$ cat config.mk
export PLATFORM = sky130hd
export DESIGN_NAME = bip_control_fsm
export DESIGN_NICKNAME = d
export VERILOG_FILES = /design/src/rtl/bip_pkg.sv /design/src/rtl/bip_decoder.sv /design/src/rtl/bip_control_fsm.sv
export SDC_FILE = /design/constraint.sdc
export NUM_CORES = 1
export LEC_CHECK = 0
export ABC_AREA = 1
export ABC_CLOCK_PERIOD_IN_PS = 2660
export BUFFER_PORTS_ARGS = -buffer_cell sky130_fd_sc_hd__buf_4
export CORE_ASPECT_RATIO = 0.6
export CORE_MARGIN = 2
export CORE_UTILIZATION = 54
export CTS_CLUSTER_SIZE = 20
export DETAILED_ROUTE_END_ITERATION = 8
export PLACE_DENSITY_LB_ADDON = 0.05
export SLEW_MARGIN = 0
export SYNTH_ARGS = -nofsm -noshare
export SYNTH_HDL_FRONTEND = slang
export SYNTH_HIERARCHICAL = 1
export SYNTH_SLANG_ARGS = --single-unit
$ cat constraint.sdc
create_clock -name clk -period 2.66 [get_ports clk]
set_input_delay 0.266 -clock clk [delete_from_list [all_inputs] [get_ports clk]]
set_output_delay 0.266 -clock clk [all_outputs]
set_load 0.03 [all_outputs]
$ cat src/rtl/bip_pkg.sv
// Shared definitions for the BIP control unit: opcodes, FSM states, ACC source
// select encodings and instruction field positions.
package bip_pkg;

    localparam int OPC_MSB = 15;
    localparam int OPC_LSB = 11;

    localparam logic [4:0] OPC_HLT  = 5'b00000;
    localparam logic [4:0] OPC_STO  = 5'b00001;
    localparam logic [4:0] OPC_LD   = 5'b00010;
    localparam logic [4:0] OPC_LDI  = 5'b00011;
    localparam logic [4:0] OPC_ADD  = 5'b00100;
    localparam logic [4:0] OPC_ADDI = 5'b00101;
    localparam logic [4:0] OPC_SUB  = 5'b00110;
    localparam logic [4:0] OPC_SUBI = 5'b00111;

    localparam logic [1:0] SELA_MEM  = 2'd0;
    localparam logic [1:0] SELA_ALU  = 2'd1;
    localparam logic [1:0] SELA_HOLD = 2'd2;

    typedef enum logic [2:0] {
        S_IDLE,
        S_FETCH,
        S_DECODE,
        S_MEM,
        S_EXEC,
        S_HALT
    } state_e;

endpackage

$ cat src/rtl/bip_decoder.sv
// Combinational opcode decoder: EXEC-cycle strobe pattern plus the two
// sequencing hints (memory operand needed, halt) consumed by the FSM.
module bip_decoder
    import bip_pkg::*;
(
    input  logic [4:0] i_opcode,
    output logic [1:0] o_sel_a,
    output logic       o_sel_b,
    output logic       o_op,
    output logic       o_wr_acc,
    output logic       o_wr_ram,
    output logic       o_needs_mem,
    output logic       o_is_halt
);

    // NOTE: every output gets a default before the case so no path leaves it
    // unassigned; otherwise synthesis infers a latch.
    always_comb begin
        o_sel_a     = SELA_HOLD;
        o_sel_b     = 1'b0;
        o_op        = 1'b0;
        o_wr_acc    = 1'b0;
        o_wr_ram    = 1'b0;
        o_needs_mem = 1'b0;
        o_is_halt   = 1'b0;
        case (i_opcode)
            OPC_HLT:  o_is_halt = 1'b1;
            OPC_STO:  o_wr_ram  = 1'b1;
            OPC_LD: begin
                o_sel_a     = SELA_MEM;
                o_wr_acc    = 1'b1;
                o_needs_mem = 1'b1;
            end
            OPC_LDI: begin
                o_sel_a  = SELA_ALU;
                o_sel_b  = 1'b1;
                o_wr_acc = 1'b1;
            end
            OPC_ADD: begin
                o_sel_a     = SELA_ALU;
                o_wr_acc    = 1'b1;
                o_needs_mem = 1'b1;
            end
            OPC_ADDI: begin
                o_sel_a  = SELA_ALU;
                o_sel_b  = 1'b1;
                o_wr_acc = 1'b1;
            end
            OPC_SUB: begin
                o_sel_a     = SELA_ALU;
                o_op        = 1'b1;
                o_wr_acc    = 1'b1;
                o_needs_mem = 1'b1;
            end
            OPC_SUBI: begin
                o_sel_a  = SELA_ALU;
                o_sel_b  = 1'b1;
                o_op     = 1'b1;
                o_wr_acc = 1'b1;
            end
            default: ;
        endcase
    end

endmodule

$ cat src/rtl/bip_control_fsm.sv
// Multi-cycle BIP control unit: owns PC and IR and sequences the datapath
// strobes as registered outputs; FETCH -> DECODE -> [MEM] -> EXEC.
module bip_control_fsm
    import bip_pkg::*;
#(
    parameter int len_data   = 16,
    parameter int len_opcode = 5,
    parameter int len_addr   = 11,
    parameter int len_cycles = 16
) (
    input  logic                  clk,
    input  logic                  reset,
    input  logic                  start,
    input  logic [len_data-1:0]   instruction,
    output logic [len_addr-1:0]   pc,
    output logic [len_addr-1:0]   operand,
    output logic [1:0]            SelA,
    output logic                  SelB,
    output logic                  Op,
    output logic                  WrAcc,
    output logic                  RdRam,
    output logic                  WrRam,
    output logic                  halted,
    output logic [len_cycles-1:0] cycle_count
);

    state_e                r_state;
    logic [len_addr-1:0]   r_pc;
    logic [len_data-1:0]   r_ir;
    logic [len_cycles-1:0] r_cycles;
    logic [1:0]            r_sel_a;
    logic                  r_sel_b, r_op, r_wr_acc, r_rd_ram, r_wr_ram, r_halted;

    state_e                w_state_nxt;
    logic [len_addr-1:0]   w_pc_nxt;
    logic [len_data-1:0]   w_ir_nxt;
    logic [len_cycles-1:0] w_cycles_nxt;
    logic [1:0]            w_sel_a_nxt;
    logic                  w_sel_b_nxt, w_op_nxt, w_wr_acc_nxt, w_rd_ram_nxt;
    logic                  w_wr_ram_nxt, w_halted_nxt;

    logic [len_opcode-1:0] w_opcode;
    logic [1:0]            w_dec_sel_a;
    logic                  w_dec_sel_b, w_dec_op, w_dec_wr_acc, w_dec_wr_ram;
    logic                  w_dec_needs_mem, w_dec_is_halt;
    logic                  w_busy;

    // In DECODE the IR is still being loaded, so decode straight from memory.
    assign w_opcode = (r_state == S_DECODE) ? instruction[OPC_MSB:OPC_LSB]
                                            : r_ir[OPC_MSB:OPC_LSB];
    assign w_busy   = (r_state == S_FETCH) || (r_state == S_DECODE) ||
                      (r_state == S_MEM)   || (r_state == S_EXEC);

    bip_decoder u_decoder (
        .i_opcode   (w_opcode),
        .o_sel_a    (w_dec_sel_a),
        .o_sel_b    (w_dec_sel_b),
        .o_op       (w_dec_op),
        .o_wr_acc   (w_dec_wr_acc),
        .o_wr_ram   (w_dec_wr_ram),
        .o_needs_mem(w_dec_needs_mem),
        .o_is_halt  (w_dec_is_halt)
    );

    always_comb begin
        w_state_nxt  = r_state;
        w_pc_nxt     = r_pc;
        w_ir_nxt     = r_ir;
        w_cycles_nxt = r_cycles;
        w_sel_a_nxt  = SELA_HOLD;
        w_sel_b_nxt  = 1'b0;
        w_op_nxt     = 1'b0;
        w_wr_acc_nxt = 1'b0;
        w_wr_ram_nxt = 1'b0;

        if (w_busy && (r_cycles != '1))
            w_cycles_nxt = r_cycles + 1'b1;

        case (r_state)
            S_IDLE, S_HALT: begin
                if (start) begin
                    w_state_nxt  = S_FETCH;
                    w_pc_nxt     = '0;
                    w_cycles_nxt = '0;
                end
            end
            S_FETCH:  w_state_nxt = S_DECODE;
            S_DECODE: begin
                w_ir_nxt = instruction;
                if (w_dec_is_halt)        w_state_nxt = S_HALT;
                else if (w_dec_needs_mem) w_state_nxt = S_MEM;
                else                      w_state_nxt = S_EXEC;
            end
            S_MEM:    w_state_nxt = S_EXEC;
            S_EXEC: begin
                w_pc_nxt    = r_pc + 1'b1;
                w_state_nxt = S_FETCH;
            end
            default:  w_state_nxt = S_IDLE;
        endcase

        // Strobes are loaded on entry so they line up exactly with their state.
        w_halted_nxt = (w_state_nxt == S_HALT);
        w_rd_ram_nxt = (w_state_nxt == S_MEM);
        if (w_state_nxt == S_EXEC) begin
            w_sel_a_nxt  = w_dec_sel_a;
            w_sel_b_nxt  = w_dec_sel_b;
            w_op_nxt     = w_dec_op;
            w_wr_acc_nxt = w_dec_wr_acc;
            w_wr_ram_nxt = w_dec_wr_ram;
        end
    end

    // NOTE: sequential state uses non-blocking assignments so every register
    // samples pre-edge values regardless of statement order.
    always_ff @(posedge clk or negedge reset) begin
        if (!reset) begin
            r_state  <= S_IDLE;
            r_pc     <= '0;
            r_ir     <= '0;
            r_cycles <= '0;
            r_sel_a  <= SELA_HOLD;
            r_sel_b  <= 1'b0;
            r_op     <= 1'b0;
            r_wr_acc <= 1'b0;
            r_rd_ram <= 1'b0;
            r_wr_ram <= 1'b0;
            r_halted <= 1'b0;
        end else begin
            r_state  <= w_state_nxt;
            r_pc     <= w_pc_nxt;
            r_ir     <= w_ir_nxt;
            r_cycles <= w_cycles_nxt;
            r_sel_a  <= w_sel_a_nxt;
            r_sel_b  <= w_sel_b_nxt;
            r_op     <= w_op_nxt;
            r_wr_acc <= w_wr_acc_nxt;
            r_rd_ram <= w_rd_ram_nxt;
            r_wr_ram <= w_wr_ram_nxt;
            r_halted <= w_halted_nxt;
        end
    end

    assign pc          = r_pc;
    assign operand     = r_ir[len_addr-1:0];
    assign SelA        = r_sel_a;
    assign SelB        = r_sel_b;
    assign Op          = r_op;
    assign WrAcc       = r_wr_acc;
    assign RdRam       = r_rd_ram;
    assign WrRam       = r_wr_ram;
    assign halted      = r_halted;
    assign cycle_count = r_cycles;

endmodule
Word level (Yosys, flattened, before mapping)
Cells that the tools add are included.
- add/subtract/negate cells: 2
- equal/unequal tests: 17
- mux-type cells: 22
- reductions and logical operators: 14
- operators by type and width (kind ; count):
    16-bit two-way mux ; 3
    11-bit case mux with 2 select lines ; 1
    5-bit by 3-bit equality test with 1-bit output (second input constant) ; 4
    16-bit by 1-bit adder with 16-bit output (second input constant) ; 1
    16-bit inequality test (second input constant) ; 1
    3-bit case mux with 5 select lines ; 1
    3-bit equality test (second input constant) ; 4
    11-bit by 1-bit adder with 11-bit output (second input constant) ; 1
    11-bit two-way mux ; 1
    5-bit by 2-bit equality test with 1-bit output (second input constant) ; 2
    1-bit two-way mux ; 10
    3-bit by 2-bit equality test with 1-bit output (second input constant) ; 3
    3-bit two-way mux ; 3
    3-bit OR reduction ; 2
    6-bit OR reduction ; 1
    5-bit by 1-bit equality test with 1-bit output (second input constant) ; 1
    5-bit logical NOT ; 1
    5-bit two-way mux ; 1
    5-bit OR reduction ; 1
    2-bit case mux with 2 select lines ; 1
    2-bit OR reduction ; 2
    3-bit by 1-bit equality test with 1-bit output (second input constant) ; 1
    3-bit logical NOT ; 1
    1-bit logical OR ; 3
    5 further kinds ; 5
- register bits: 54

Longest topological paths before layout
- depth after elaboration: 10
- mapped depth: 13
- mapped depth without buffers: 12

Modules after synthesis
The synthesis kept the hierarchy.
- by module, submodules not included (module ; instances ; cells each ; area an instance (µm²) ; seq. area each (µm²)):
    bip_control_fsm ; 1 ; 326 ; 2834.0 ; 1352.5
    bip_decoder ; 1 ; 21 ; 111.4 ; 0.0

Worst setup path before layout
OpenSTA, ideal clock, no wires.
- kind: register to register
- start: reg r_state[2]
- end: reg r_halted (netlist: halted)
- library setup time: 0.119 ns
- arrival: 2.024 ns
- required time: 2.541 ns
- slack: 0.517 ns
- cell stages (with the launch flop): 12
- path buffers: 1
- period minus slack after synthesis: 2.143 ns
- path through: dfrtp_1 -> inv_2 -> nand3_4 -> buf_4 -> mux2_2 -> nor2_2 -> nand3_2 -> inv_1 -> nand2_1 -> o211ai_1 -> nand2_2 -> and2_1
- cells in the longest elaborated chain, start to end: 9
- ends and longest elaborated chain (what ; RTL line ; source):
    start, declared ; bip_control_fsm.sv:27 ; state_e r_state;
    start signal, assigned ; bip_control_fsm.sv:130 ; r_state <= w_state_nxt;
    3-bit by 2-bit equality test with 1-bit output * ; bip_control_fsm.sv:49 ; assign w_opcode = (r_state == S_DECODE) ? instruction[OPC_MSB:OPC_LSB]
    5-bit two-way mux * ; bip_control_fsm.sv:49 ;
    via w_opcode[4] ; bip_control_fsm.sv:42 ; logic [len_opcode-1:0] w_opcode;
    5-bit by 2-bit equality test with 1-bit output / 5-bit by 3-bit equality test with 1-bit output (equally long branches) ; bip_decoder.sv:26 ; case (i_opcode)
    3-bit OR reduction (no line) * ; -- ;
    1-bit two-way mux * ; bip_decoder.sv:26 ;
    via w_dec_needs_mem ; bip_control_fsm.sv:45 ; logic w_dec_needs_mem, w_dec_is_halt;
    3-bit two-way mux * ; bip_control_fsm.sv:91 ; else if (w_dec_needs_mem) w_state_nxt = S_MEM;
    3-bit two-way mux * ; bip_control_fsm.sv:90 ; if (w_dec_is_halt) w_state_nxt = S_HALT;
    3-bit case mux with 5 select lines * ; bip_control_fsm.sv:79 ; case (r_state)
    via w_state_nxt[2] ; bip_control_fsm.sv:34 ; state_e w_state_nxt;
    3-bit equality test * ; bip_control_fsm.sv:103 ; w_halted_nxt = (w_state_nxt == S_HALT);
    via w_halted_nxt ; bip_control_fsm.sv:40 ; logic w_wr_ram_nxt, w_halted_nxt;
    end signal, assigned ; bip_control_fsm.sv:140 ; r_halted <= w_halted_nxt;
    end, declared ; bip_control_fsm.sv:32 ; logic r_sel_b, r_op, r_wr_acc, r_rd_ram, r_wr_ram, r_halted;
The timed path passes the listed nets; every way through them passes the cells marked *.
A chain may end at the register's enable or synchronous reset.

Worst setup path in the final report
- start: reg r_state[0]
- end: reg r_halted (netlist: halted)
The elaborated chain is that of the path after synthesis.

==> flow_summary.json <==
{
  "status": "finished, violations left",
  "violations": "hold timing",
  "drive_above_1_share_pct": 32.2,
  "r2r_start": "r_state[0]$_DFF_PN0_",
  "crit_arrival_ns": 2.53,
  "die_height_um": 61.2,
  "htree_levels": 2,
  "ys_top_cells_by_area": "dfrtp_1 45%, nand2_1 8.9%, nor2_1 6.9%",
  "tns_ns": 0,
  "cp_num_buf_inv": 2,
  "cts_buffers": 5,
  "clkTransAtPathRegs_ns": 0.08,
  "reg2reg_depth": 10,
  "area_growth_syn_to_layout_pct": 17.8,
  "p_total_w": 0.00335,
  "post_drt_wl_per_cell_um": 13.0,
  "ctsHoldBuffers": 0,
  "port_buffers": 64,
  "die-area_mm2": 0.00608,
  "r2r-end": "halted$_DFF_PN0_",
  "holdWs_ns": -0.00876,
  "synth_common_cells": "70 x nand2_1, 54 x nor2_1, 53 x dfrtp_1",
  "ir_drop_mv": 0.498,
  "clock_skew_ns": 0.00931,
  "rsz0062_at_grt": "false",
  "synth.distinct_cells": 31,
  "syn_nets": 368,
  "die_w_um": 99.3,
  "first_iter_violations": 105,
  "setup_violations": 0,
  "grt_use_total_pct": 20.8,
  "r2r_slack_ns": 0.31,
  "fin_crit_ns": 2.35,
  "maxCapViolations": 0,
  "grt_max_degree": 55,
  "hold_viol_final": 21,
  "cts.sinks": 54,
  "synthFlopType": "dfrtp_1",
  "grt_pass1_wl_mm": 9.87,
  "path_class": "register to register",
  "fin_nets": 424,
  "worstPathMaxFanout": 18,
  "yosysMostFrequentCell": "nand2_1",
  "power_density_mw_per_mm2": 965,
  "critPathCaptureType": "register",
  "syn_avg_cell_area_um2": 8.49,
  "synth_top_area_share_pct": 45.0,
  "diodes": 0,
  "worstPathRequired_ns": 2.85,
  "cp-startpoint": "r_state[0]$_DFF_PN0_",
  "core.rowCount": 20,
  "clkLatencyLatePin_ns": 0.30,
  "min_path_type": "input pin to async pin",
  "io_pins": 65,
  "multi_input_area_mm2": 0.00133,
  "crit_family": "simple AND/OR/NAND/NOR gates",
  "synth-edff-count": 0,
  "place_inst": 462,
  "synthesis.area_mm2": 0.00295,
  "slew_viol_final": 0,
  "crit_chain": "inv_2 > nand3_4 > mux2_2 > nor2_2 > nand3_2 > inv_1 > nand2_1 > o211ai_1 > nand2_2 > and2_1",
  "worst_slew_pin_slew_ns": 0.661,
  "viasPerCell": 5.14,
  "cp.depth": 10,
  "filler_cell_count": 418,
  "ys_ff_latch": 54,
  "hpwl_mm": 4.57,
  "post-cts-setup-buffer-count": 0,
  "core-area_mm2": 0.00515,
  "fin_crit_sh_pct": 88.2,
  "startpoint_type": "register",
  "cpPeakStageDelay_ns": 0.49,
  "cts-resized-gates": 0,
  "yosysTopAreaCell": "dfrtp_1",
  "wirelength_mm": 6.11,
  "fin_cells": 470,
  "vias": 2417,
  "first_pass_iters": 4,
  "critPathSlowestCell": "dfrtp_1",
  "grt_overflow": 0,
  "cp-endpoint": "halted$_DFF_PN0_",
  "relSlewSlack_pct": 56.0,
  "post-route-drc-count": 0,
  "place_congestion": 0.853,
  "grt_pass1_vias": 2046,
  "yosysSeqAreaShare_pct": 45.9,
  "async_flop_share_pct": 100,
  "start_util_pct": 57.1,
  "regArea_mm2": 0.00135,
  "antenna_found_initial": 0,
  "yosysWarningCount": 6,
  "ant_nets": 0,
  "cts_tree": "built",
  "fmax_mhz": 426,
  "cts_root_buf": "clkbuf_8",
  "syn_inst": 347,
  "cts_buffer_depth": 2,
  "power_leakage_nw": 1.67
}
-- how the worst min path moves through the flow --
stage	endpoint	slack [ns]	cells past startpoint
6_report	pc[1]$_DFFE_PN0P_	-0.009	1
3_3_place_gp	pc[1]$_DFFE_PN0P_	0.35	1
5_1_grt	cycle_count[2]$_DFF_PN0_	0.04	1
4_1_cts	pc[9]$_DFFE_PN0P_	0.02	1
3_5_place_dp	pc[1]$_DFFE_PN0P_	0.35	1
2_1_floorplan	Op$_DFF_PN0_	-0.03	0
-- logic make-up after synthesis --
family          count (synthesis)  synth area share, %
simple gates                  189                 31.6
flops                          54                 45.9
buf+inv                        53                 9.01
compound gates                 32                 6.16
mux                            17                 6.46
fa+ha+maj                       2                0.849
-- cell usage in the layout, fill, tap and decap left out, types with 2 or more instances in the layout --
cell type / count
o21ai_1: 3
nor3_1: 3
nand4_1: 5
nand3_4: 3
nand3_1: 24
o21ai_2: 3
a21oi_1: 15
dfrtp_1: 53
nand2_4: 3
clkbuf_1: 3
buf_4: 64
nor2_4: 3
nor2_2: 11
o21ai_0: 7
clkbuf_8: 5
inv_2: 9
inv_1: 28
mux2_2: 16
nand2_2: 6
nand2_1: 70
nand3_2: 4
ha_1: 2
o211ai_1: 2
nor2_1: 54
-- cell type report --
cell class / count / area share, %
flip-flops and latches: 54 / 39.0
repair buffers: 64 / 13.9
clock buffers: 8 / 2.31
inverters: 38 / 4.18
multi-input cells: 240 / 38.3
well taps: 66 / 2.38
-- stage by stage --
stage / area [µm²] / utilization, % / worst slack [ns]
finish: 3470 / 67.3 / 0.315
global route: 3470 / 67.3 / 0.132
CTS: 3470 / 67.3 / 0.325
detailed placement: 3390 / 65.7 / 0.360
global placement: 3390 / 65.7 / 0.420
floorplan: 2950 / - / 0.517
-- sequential cells by signal (all words and copies together), names as in the netlist --
| signal | count |
|---|---|
| Op | 1 |
| r_state | 3 |
| WrAcc | 1 |
| RdRam | 1 |
| SelA | 2 |
| cycle_count | 16 |
| pc | 11 |
| WrRam | 1 |
| r_ir | 16 |
| halted | 1 |
| SelB | 1 |
-- report_power, final --
part           internal, W  switching, W
clock network     0.000188      0.000251
logic             0.000608       0.00110
registers          0.00104      0.000166
-- layer usage --
layer | wire [µm] | track usage [%] | vias up
li1 | - | - | 1218
met1 | 3230 | 32.5 | 1118
met2 | 2460 | 29.9 | 79
met3 | 400 | 4.65 | 2
met4 | 12 | 4.31 | 0
met5 | 0 | 0 | -
(Power assumes the default switching activity.)
